$ cat src/rtl/snake_pkg.sv
// rtl/snake_pkg.sv - shared directions, byte codes and decode helpers for the snake command decoder
// Contents: DIR_* heading codes, ASCII_* byte constants, parser state type,
//           is_reverse(), decode_arrow(), decode_wasd().
package snake_pkg;

   localparam logic [1:0] DIR_RIGHT = 2'b00;
   localparam logic [1:0] DIR_LEFT  = 2'b01;
   localparam logic [1:0] DIR_UP    = 2'b10;
   localparam logic [1:0] DIR_DOWN  = 2'b11;

   localparam logic [7:0] ASCII_ESC      = 8'h1B;
   localparam logic [7:0] ASCII_LBRACKET = 8'h5B;
   localparam logic [7:0] ASCII_A        = 8'h41;
   localparam logic [7:0] ASCII_B        = 8'h42;
   localparam logic [7:0] ASCII_C        = 8'h43;
   localparam logic [7:0] ASCII_D        = 8'h44;
   localparam logic [7:0] ASCII_W_LC     = 8'h77;
   localparam logic [7:0] ASCII_S_LC     = 8'h73;
   localparam logic [7:0] ASCII_D_LC     = 8'h64;
   localparam logic [7:0] ASCII_A_LC     = 8'h61;

   typedef enum logic [1:0] {
      ST_IDLE = 2'd0,
      ST_ESC  = 2'd1,
      ST_CSI  = 2'd2
   } parse_state_t;

   // Right/left and up/down differ only in bit 0, so the opposite heading is b ^ 1.
   function automatic logic is_reverse(input logic [1:0] a, input logic [1:0] b);
      return a == (b ^ 2'b01);
   endfunction

   // Returns {hit, direction} for the final byte of an arrow-key sequence.
   function automatic logic [2:0] decode_arrow(input logic [7:0] b);
      case (b)
         ASCII_A: return {1'b1, DIR_UP};
         ASCII_B: return {1'b1, DIR_DOWN};
         ASCII_C: return {1'b1, DIR_RIGHT};
         ASCII_D: return {1'b1, DIR_LEFT};
         default: return {1'b0, DIR_RIGHT};
      endcase
   endfunction

   // Returns {hit, direction} for a single-byte WASD key.
   function automatic logic [2:0] decode_wasd(input logic [7:0] b);
      case (b)
         ASCII_W_LC: return {1'b1, DIR_UP};
         ASCII_S_LC: return {1'b1, DIR_DOWN};
         ASCII_D_LC: return {1'b1, DIR_RIGHT};
         ASCII_A_LC: return {1'b1, DIR_LEFT};
         default:    return {1'b0, DIR_RIGHT};
      endcase
   endfunction

endpackage

$ cat src/rtl/snake_turn_fifo.sv
// rtl/snake_turn_fifo.sv - synchronous FIFO of 2-bit turn directions
// Ports: px_clk/rstn clock and sync active-low reset; i_wr_en/i_wr_data push;
//        i_rd_en pop; o_rd_data head entry (combinational); o_level entry count;
//        o_full/o_empty status. A push while full is taken only alongside a pop.
module snake_turn_fifo #(
   parameter int DEPTH = 4
) (
   input  logic                     px_clk,
   input  logic                     rstn,
   input  logic                     i_wr_en,
   input  logic [1:0]               i_wr_data,
   input  logic                     i_rd_en,
   output logic [1:0]               o_rd_data,
   output logic [$clog2(DEPTH):0]   o_level,
   output logic                     o_full,
   output logic                     o_empty
);

   localparam int AW = $clog2(DEPTH);

   logic [1:0]    r_mem [DEPTH];
   logic [AW-1:0] r_wptr;
   logic [AW-1:0] r_rptr;
   logic [AW:0]   r_level;
   logic          w_do_rd;
   logic          w_do_wr;

   assign o_empty   = (r_level == '0);
   assign o_full    = (r_level == (AW+1)'(DEPTH));
   assign o_level   = r_level;
   assign o_rd_data = r_mem[r_rptr];

   assign w_do_rd = i_rd_en && !o_empty;
   assign w_do_wr = i_wr_en && (!o_full || w_do_rd);

   always_ff @(posedge px_clk) begin
      if (!rstn) begin
         r_wptr  <= '0;
         r_rptr  <= '0;
         r_level <= '0;
      end else begin
         // Power-of-two depth: pointers wrap by natural overflow.
         if (w_do_wr) begin
            r_mem[r_wptr] <= i_wr_data;
            r_wptr        <= r_wptr + 1'b1;
         end
         if (w_do_rd) begin
            r_rptr <= r_rptr + 1'b1;
         end
         case ({w_do_wr, w_do_rd})
            2'b10:   r_level <= r_level + 1'b1;
            2'b01:   r_level <= r_level - 1'b1;
            default: r_level <= r_level;
         endcase
      end
   end

endmodule

$ cat src/rtl/snake_cmd_decoder.sv
// rtl/snake_cmd_decoder.sv - UART arrow-key parser, turn filter and per-frame turn release
// Ports: px_clk/rstn clock and sync active-low reset; i_rx_valid/i_rx_data UART byte strobe;
//        i_frame_tick one pulse per frame; o_turn_valid/o_turn_dir released turn;
//        o_fifo_level queued turns; o_overflow sticky drop flag; o_last_byte last UART byte.
// Build option: SNAKE_CMD_WASD_EN adds single-byte w/s/d/a keys decoded in IDLE.
module snake_cmd_decoder
   import snake_pkg::*;
#(
   parameter int         DEPTH       = 4,
   parameter int         TIMEOUT_CYC = 65535,
   parameter logic [1:0] RESET_DIR   = 2'b00
) (
   input  logic                     px_clk,
   input  logic                     rstn,
   input  logic                     i_rx_valid,
   input  logic [7:0]               i_rx_data,
   input  logic                     i_frame_tick,
   output logic                     o_turn_valid,
   output logic [1:0]               o_turn_dir,
   output logic [$clog2(DEPTH):0]   o_fifo_level,
   output logic                     o_overflow,
   output logic [7:0]               o_last_byte
);

   localparam int TW = $clog2(TIMEOUT_CYC + 1);

   parse_state_t  r_state;
   parse_state_t  w_state_nxt;
   logic [TW-1:0] r_tcnt;
   logic          r_cmd_pend;
   logic [1:0]    r_cmd;
   logic [1:0]    r_ref_dir;
   logic          r_overflow;
   logic [7:0]    r_last_byte;
   logic          r_turn_valid;
   logic [1:0]    r_turn_dir;

   logic          w_dec_hit;
   logic [1:0]    w_dec_cmd;
   logic          w_accept;
   logic          w_pop;
   logic          w_can_push;
   logic          w_full;
   logic          w_empty;
   logic [1:0]    w_head;

   always_comb begin
      w_state_nxt = r_state;
      w_dec_hit   = 1'b0;
      w_dec_cmd   = DIR_RIGHT;
      if (i_rx_valid) begin
         case (r_state)
            ST_IDLE: begin
               if (i_rx_data == ASCII_ESC) begin
                  w_state_nxt = ST_ESC;
               end
`ifdef SNAKE_CMD_WASD_EN
               {w_dec_hit, w_dec_cmd} = decode_wasd(i_rx_data);
`endif
            end
            ST_ESC: begin
               if (i_rx_data == ASCII_LBRACKET) w_state_nxt = ST_CSI;
               else if (i_rx_data == ASCII_ESC) w_state_nxt = ST_ESC;
               else                             w_state_nxt = ST_IDLE;
            end
            ST_CSI: begin
               {w_dec_hit, w_dec_cmd} = decode_arrow(i_rx_data);
               w_state_nxt = (i_rx_data == ASCII_ESC) ? ST_ESC : ST_IDLE;
            end
            default: w_state_nxt = ST_IDLE;
         endcase
      end else if (r_state != ST_IDLE && r_tcnt == TW'(TIMEOUT_CYC)) begin
         // Stalled sequence: abandon it so a later lone 'A'..'D' is not misread.
         w_state_nxt = ST_IDLE;
      end
   end

   // The decoded command is registered; filtering and the push happen one cycle later.
   assign w_accept   = r_cmd_pend && (r_cmd != r_ref_dir) && !is_reverse(r_cmd, r_ref_dir);
   assign w_pop      = i_frame_tick && !w_empty;
   assign w_can_push = !w_full || w_pop;

   always_ff @(posedge px_clk) begin
      if (!rstn) begin
         r_state      <= ST_IDLE;
         r_tcnt       <= '0;
         r_cmd_pend   <= 1'b0;
         r_cmd        <= RESET_DIR;
         r_ref_dir    <= RESET_DIR;
         r_overflow   <= 1'b0;
         r_last_byte  <= 8'h00;
         r_turn_valid <= 1'b0;
         r_turn_dir   <= RESET_DIR;
      end else begin
         r_state <= w_state_nxt;
         if (i_rx_valid || r_state == ST_IDLE) begin
            r_tcnt <= '0;
         end else if (r_tcnt != TW'(TIMEOUT_CYC)) begin
            r_tcnt <= r_tcnt + 1'b1;
         end
         if (i_rx_valid) begin
            r_last_byte <= i_rx_data;
         end
         r_cmd_pend <= w_dec_hit;
         r_cmd      <= w_dec_cmd;
         // A dropped turn leaves ref_dir alone so the next key is judged against the real heading.
         if (w_accept) begin
            if (w_can_push) r_ref_dir  <= r_cmd;
            else            r_overflow <= 1'b1;
         end
         r_turn_valid <= w_pop;
         if (w_pop) begin
            r_turn_dir <= w_head;
         end
      end
   end

   snake_turn_fifo #(
      .DEPTH (DEPTH)
   ) u_fifo (
      .px_clk    (px_clk),
      .rstn      (rstn),
      .i_wr_en   (w_accept && w_can_push),
      .i_wr_data (r_cmd),
      .i_rd_en   (w_pop),
      .o_rd_data (w_head),
      .o_level   (o_fifo_level),
      .o_full    (w_full),
      .o_empty   (w_empty)
   );

   assign o_turn_valid = r_turn_valid;
   assign o_turn_dir   = r_turn_dir;
   assign o_overflow   = r_overflow;
   assign o_last_byte  = r_last_byte;

endmodule

$ cat config.mk
export PLATFORM = sky130hd
export DESIGN_NAME = snake_cmd_decoder
export DESIGN_NICKNAME = d
export VERILOG_FILES = /design/src/rtl/snake_pkg.sv /design/src/rtl/snake_turn_fifo.sv /design/src/rtl/snake_cmd_decoder.sv
export SDC_FILE = /design/constraint.sdc
export NUM_CORES = 1
export LEC_CHECK = 0
export ABC_AREA = 1
export CAP_MARGIN = 25
export CORE_MARGIN = 2
export CORE_UTILIZATION = 45
export CTS_CLUSTER_DIAMETER = 100
export CTS_CLUSTER_SIZE = 40
export DETAILED_ROUTE_END_ITERATION = 8
export PLACE_DENSITY = 0.64
export SLEW_MARGIN = 10
export SYNTH_ARGS = -nofsm -noshare
export SYNTH_HDL_FRONTEND = slang
export SYNTH_HIERARCHICAL = 1
export SYNTH_SLANG_ARGS = --single-unit
$ cat constraint.sdc
create_clock -name px_clk -period 3.5 [get_ports px_clk]
set_input_delay 0.7 -clock px_clk [delete_from_list [all_inputs] [get_ports px_clk]]
set_output_delay 0.7 -clock px_clk [all_outputs]
set_load 0.03 [all_outputs]
Yosys cells after proc, flatten, opt, wreduce, memory -nomap -nowiden --
Memory sizes are Yosys's and may differ from the RTL's. A register that Yosys moved wholly into a read port is not among the register bits. Cells that the tools add are included.
Cells by class: add/subtract/negate cells 5, equal/unequal tests 16, multiplexer cells 11, bitwise gates (word level) 3, reduce and logical (&&, ||, !) cells 24
Operator list (number):
- 8-bit by 7-bit equality test with 1-bit output, second input constant | 5
- 16-bit by 1-bit adder with 16-bit output, second input constant | 1
- 16-bit equality test, second input constant | 1
- 16-bit != test, second input constant | 1
- 3-bit case mux with 4 select lines | 1
- 8-bit by 5-bit equality test with 1-bit output, second input constant | 1
- 2-bit two-way mux | 4
- 1-bit logical AND | 7
- 2-bit case mux with 3 select lines | 1
- 3-bit case mux with 2 select lines | 1
- 2-bit AND reduction | 3
- 2-bit nonzero test | 3
- 2-bit by 1-bit adder with 2-bit output, second input constant | 2
- 2-bit by 1-bit equality test with 1-bit output, second input constant | 2
- 2-bit equality test, second input constant | 2
- 1-bit zero test | 4
- 1-bit two-way mux | 4
- 3-bit by 1-bit adder with 3-bit output, second input constant | 1
- 3-bit equality test, second input constant | 1
- 3-bit zero test | 1
- 1-bit logical OR | 3
- 3-bit != test, second input constant | 1
- 1-bit NOT | 3
- 3-bit AND reduction | 1
- other kinds (5) | 5
Word-level totals: bits in registers 40, memory bits (writable) 8, output and inout port bits 15, word-level logic and storage cells 71, memories kept 1
Memory list:
- u_fifo.r_mem | words 4, width 2, rd ports 1, clocked after Yosys merged registers in 1, write ports 1, RTL line snake_turn_fifo.sv:21 | logic [1:0] r_mem [DEPTH];

Depth between registers and ports, before layout --
depth after elaboration 9, gate-level depth with buffers 18

By module --
The synthesis kept the hierarchy.
By module, submodules not included:
- snake_cmd_decoder | times used 1, cells each 229, area each 1625.3 µm², sequential area each 680.7 µm²
- snake_turn_fifo | times used 1, cells each 95, area each 822.0 µm², sequential area each 420.4 µm²

Worst setup path before layout --
Ideal clock, no wire load.
kind flip-flop to flip-flop, from register u_fifo.r_level[2], in the netlist u_fifo/o_level[2], to register u_fifo.r_level[1], in the netlist u_fifo/o_level[1], arrival 2.336 ns, slack 1.094 ns, stages on the path, launching flop included 14, buffers on the path 0, clock period less this slack 2.406 ns, cell sequence dfxtp_1 inv_1 nand2_2 inv_1 nor2_1 inv_1 nand2_1 nand2_1 inv_1 nand2_1 ha_1 inv_1 fa_1 a21oi_1
Between the ends: cells in the longest elaborated chain, start to end 8
Ends and longest elaborated chain:
- from (decl) | RTL line snake_turn_fifo.sv:24 | logic [AW:0] r_level;
- from (signal assigned) | RTL line snake_turn_fifo.sv:51 | 2'b10: r_level <= r_level + 1'b1;
- from (signal assigned) | RTL line snake_turn_fifo.sv:52 | 2'b01: r_level <= r_level - 1'b1;
- from (signal assigned) | RTL line snake_turn_fifo.sv:53 | default: r_level <= r_level;
- 3-bit zero test * | RTL line snake_turn_fifo.sv:28 | assign o_empty = (r_level == '0);
- via w_empty | RTL line snake_cmd_decoder.sv:44 | logic w_empty;
- 1-bit zero test * | RTL line snake_cmd_decoder.sv:80 | assign w_pop = i_frame_tick && !w_empty;
- 1-bit logical AND * | RTL line snake_cmd_decoder.sv:80
- via w_pop | RTL line snake_cmd_decoder.sv:41 | logic w_pop;
- 1-bit logical OR / 1-bit logical AND (equally long branches) | RTL line snake_cmd_decoder.sv:81, snake_turn_fifo.sv:33
- 1-bit logical AND / 1-bit logical OR (equally long branches) | RTL line snake_cmd_decoder.sv:123, snake_turn_fifo.sv:34
- 1-bit logical AND | RTL line snake_turn_fifo.sv:34 | assign w_do_wr = i_wr_en && (!o_full || w_do_rd);
- 2-bit by 1-bit equality test with 1-bit output / 2-bit equality test (equally long branches) | RTL line snake_turn_fifo.sv:50 | case ({w_do_wr, w_do_rd})
- 3-bit case mux with 2 select lines / 2-bit nonzero test (equally long branches)
The timed path passes the listed nets; every way through them passes the cells marked *. A chain may end at the register's enable or synchronous reset.

Worst setup path after layout --
from input i_frame_tick, to register u_fifo.r_level[2], in the netlist u_fifo/o_level[2]
Between the ends: cells in the longest elaborated chain, start to end 6
Ends and longest elaborated chain:
- from (decl) | RTL line snake_cmd_decoder.sv:17 | input logic i_frame_tick,
- 1-bit logical AND * | RTL line snake_cmd_decoder.sv:80
- via w_pop | RTL line snake_cmd_decoder.sv:41
- 1-bit logical OR / 1-bit logical AND (equally long branches) | RTL line snake_cmd_decoder.sv:81, snake_turn_fifo.sv:33
- 1-bit logical AND / 1-bit logical OR (equally long branches) | RTL line snake_cmd_decoder.sv:123, snake_turn_fifo.sv:34
- 1-bit logical AND | RTL line snake_turn_fifo.sv:34
- 2-bit by 1-bit equality test with 1-bit output / 2-bit equality test (equally long branches) | RTL line snake_turn_fifo.sv:50
- 3-bit case mux with 2 select lines / 2-bit nonzero test (equally long branches)
Marked as above.

==> flow_summary_export.csv <==
group,metric,value,unit
clocking,numCtsBuffers,5,
clocking,cts_tree,"done",
synthesis,syn_area_per_cell,7.55,µm²
synthesis,synth_simple_gate_area_share,32.1,%
routing,vias,2044,
layout,syn2layout_area_growth,19.0,%
sta,hold_viol,0,
floorplanning,io_pins,27,
routing,antenna_left,0,
setup_path,crit_chain,"clkdlybuf4s50_1 -> inv_1 -> nor2_1 -> buf_4 -> inv_1 -> nand2_1 -> nand2_1 -> inv_1 -> nand2_1 -> ha_1 -> inv_1 -> fa_1 -> inv_1 -> nand2_1 -> nand3_1 -> nand2_1 -> nand2_1 -> nor2_1",
power_and_ir_drop,power_leakage,1.20,nW
routing,first_pass_iters,4,
sta,drv_slew,0,
setup_path,reg2reg_depth,19,
setup_path,crit_fanout,7,
clocking,clock-root-buffer,"clkbuf_8",
synthesis,synth_nets,343,
floorplanning,rows,26,
synthesis,ys_ff_latch,51,
sta,clock-skew-final,9.22,ps
layout,layout.cells.non_filler,427,
routing,wl_per_cell,11.3,µm
hold_path,hp-class,"reg2reg",
clocking,clock-sinks,51,
layout,antennaDiodeCount,0,
synthesis,synth_area_leaders,"dfxtp_1 35%, edfxtp_1 9.8%, nand2_1 9.7%, nor2_1 8.3%, inv_1 6.4%",
sta,finalSetupViolCount,0,
place,gp_congestion,0.783,
synthesis,synth_cell_types,30,
clocking,ctsResizeCount,0,
sta,rsz0062_at_grt,"false",
global_routing,grt_max_degree,19,
power_and_ir_drop,p_per_area,373,nW/µm²
synthesis,syn_area,2450,µm²
clocking,clkTransAtPathRegs,100,ps
global_routing,grtUsageTotal,17.2,%
clocking,holdBufCountCts,0,
setup_path,end_kind,"register",
synthesis,synthMuxAreaShare,0,%
synthesis,yosys.area_share.xor_xnor,1.79,%
sta,max_slew_margin,59.1,%
power_and_ir_drop,ir_drop,0.192,mV
sta,fin_crit,2530,ps
setup_path,critPathMostFrequentCell,"nand2_1",
setup_path,slowest_stage,"clkdlybuf4s50_1",
hold_path,whs_path_depth,2,
sta,tns,0,ps
clocking,cts_max_level,2,
floorplanning,fp.dieH,77.7,µm
routing,highest_layer,"met4",
floorplanning,start_util,47.3,%
sta,period_share,72.3,%
outcome,status,"finished, final reports clean",
sta,tightest_slew,611,ps
place,placedCellCount,419,
setup_path,critical_path.max_stage_delay,400,ps
synthesis,synth_fa_ha_area_share,3.89,%
setup_path,critPathRequiredTime,3710,ps
routing,wl_met1,2320,µm
clocking,clock_latency,310,ps
place,dp_hpwl,3560,µm
clocking,clockBufferDepth,2,
place,portBuffers,26,
synthesis,synth_top_cell_by_area,"dfxtp_1",
global_routing,antenna_found_initial,0,
routing,viasPerCell,4.79,
clocking,post_cts_buffers,0,
synthesis,syn_inst,324,
routing,met2_length,2250,µm
job,drv_cap,0,
setup_path,arrival,2740,ps
routing,wl_met3,167,µm
synthesis,seq_area_frac_synth,45.0,%
layout,final_util,56.3,%
floorplanning,core_area,5170,µm²
global_routing,overflow,0,
routing,drt_iter0_markers,172,
synthesis,yosysWarnings,6,
floorplanning,die_area,6040,µm²
routing,drc,0,
routing,routed_wirelength,4830,µm
layout,final_layout_size_suffix_gt1_share,10.1,%
global_routing,grt_pass1_vias,1934,
global_routing,grt_pass1_wl,8360,µm
floorplanning,fp.dieW,77.7,µm
setup_path,cp-start-kind,"input pin",
power_and_ir_drop,p_total,1.09,mW
synthesis,synth-compound-area-share,9.46,%
setup_path,critPathKind,"in2reg",
layout,n_fill_cell,477,
sta,max_freq,0.395,GHz
layout,nets,375,
synthesis,synth_top_area_share,35.2,%
synthesis,synth_top_family_by_area,"simple AND/OR/NAND/NOR gates",
-- kinds of logic (layout without fill, tap and decap cells) --
| group | count (synthesis) | after routing |
|---|---|---|
| buffers and inverters | 50 | 83 |
| DFF | 51 | 51 |
| adders and majority gates | 7 | 7 |
| AOI/OAI and AO/OA | 45 | 45 |
| xor gates and xnor gates | 5 | 5 |
| and+or+nand+nor | 166 | 166 |
-- layer usage --
metal	GRT usage [%]	vias up
met1	21.6	906
li1	-	1093
met2	28.5	37
met3	2.91	8
met5	0	-
met4	8.39	0
-- cell usage after synthesis, drive strengths merged --
library cell	number
dfxtp	43
o22ai	2
xnor2	3
nand4	4
a21oi	18
fa	1
or2	3
nor2	61
ha	6
clkbuf	2
nor3	9
a31oi	3
nand2	70
inv	45
clkinv	2
buf	1
o21ai	22
nand3	17
edfxtp	8
xor2	2
nand3b	2
-- report_power, final --
part	switching (mW)	total (mW)	internal (mW)	leakage, nW
sequential	0.00295	0.602	0.599	0.441
clock	0.204	0.420	0.215	0.0548
combinational	0.0365	0.0645	0.0281	0.704
total	0.244	1.09	0.842	1.20
-- critical path: cells and delay by family --
| family | cells | cell delay, ps |
|---|---|---|
| and+or+nand+nor | 9 | 550 |
| adders and majority gates | 2 | 520 |
| buffers and inverters | 7 | 950 |
-- placed cells by master, fill, tap and decap left out, types with 3 or more instances in the layout --
master           netlist  routed
ha_1                   6       6
inv_1                 42      42
clkbuf_8               0       5
inv_2                  3       3
clkdlybuf4s50_1        0      26
o21ai_0               22      22
nor3_1                 8       8
nand2_1               63      63
nor2_2                 3       3
nor2_1                54      54
edfxtp_1               8       8
nor2_4                 4       4
dfxtp_1               43      43
nand3_1               15      15
a21oi_1               18      18
a31oi_1                3       3
nand4_1                3       3
xnor2_1                3       3
or2_2                  3       3
nand2_2                6       6
-- registers in the layout (all words and copies together), names as in the netlist, named ones only --
name and flops:
u_fifo/r_rptr 2, r_state 2, r_ref_dir 1, u_fifo/r_wptr 2, r_cmd_pend 1, o_overflow 1, r_cmd 2, o_last_byte 8
u_fifo/r_mem 8, o_turn_dir 2, u_fifo/o_level 3, o_turn_valid 1, r_tcnt 16
-- worst paths after layout --
path / startpoint / endpoint / slack, ps
setup reg to reg: u_fifo/o_level[1]$_SDFFE_PN0P_ / u_fifo/o_level[2]$_SDFFE_PN0P_ / 1120
hold reg to reg: o_overflow$_SDFFE_PN0P_ / o_overflow$_SDFFE_PN0P_ / 490
hold / removal: o_overflow$_SDFFE_PN0P_ / o_overflow$_SDFFE_PN0P_ / 490
setup / recovery: i_frame_tick / u_fifo/o_level[2]$_SDFFE_PN0P_ / 970
-- metrics by stage --
stage	setup WS (ps)	hold WS, ps	instance area [µm²]
floorplan	1090	438	2450
global placement	740	465	2800
detailed placement	669	470	2800
CTS	993	494	2910
global route	775	507	2910
finish	969	490	2910
-- area by class of cell --
type / count / area, µm² / area share, %
clock buffers: 5 / 68.8 / 2.36
inverters: 47 / 179 / 6.14
well taps: 70 / 87.6 / 3.01
repair buffers: 28 / 275 / 9.45
multi-input cells: 223 / 1150 / 39.6
flip-flops and latches: 51 / 1100 / 37.8
clock inverters: 3 / 46.3 / 1.59
Power figures use the tool's default switching activity.
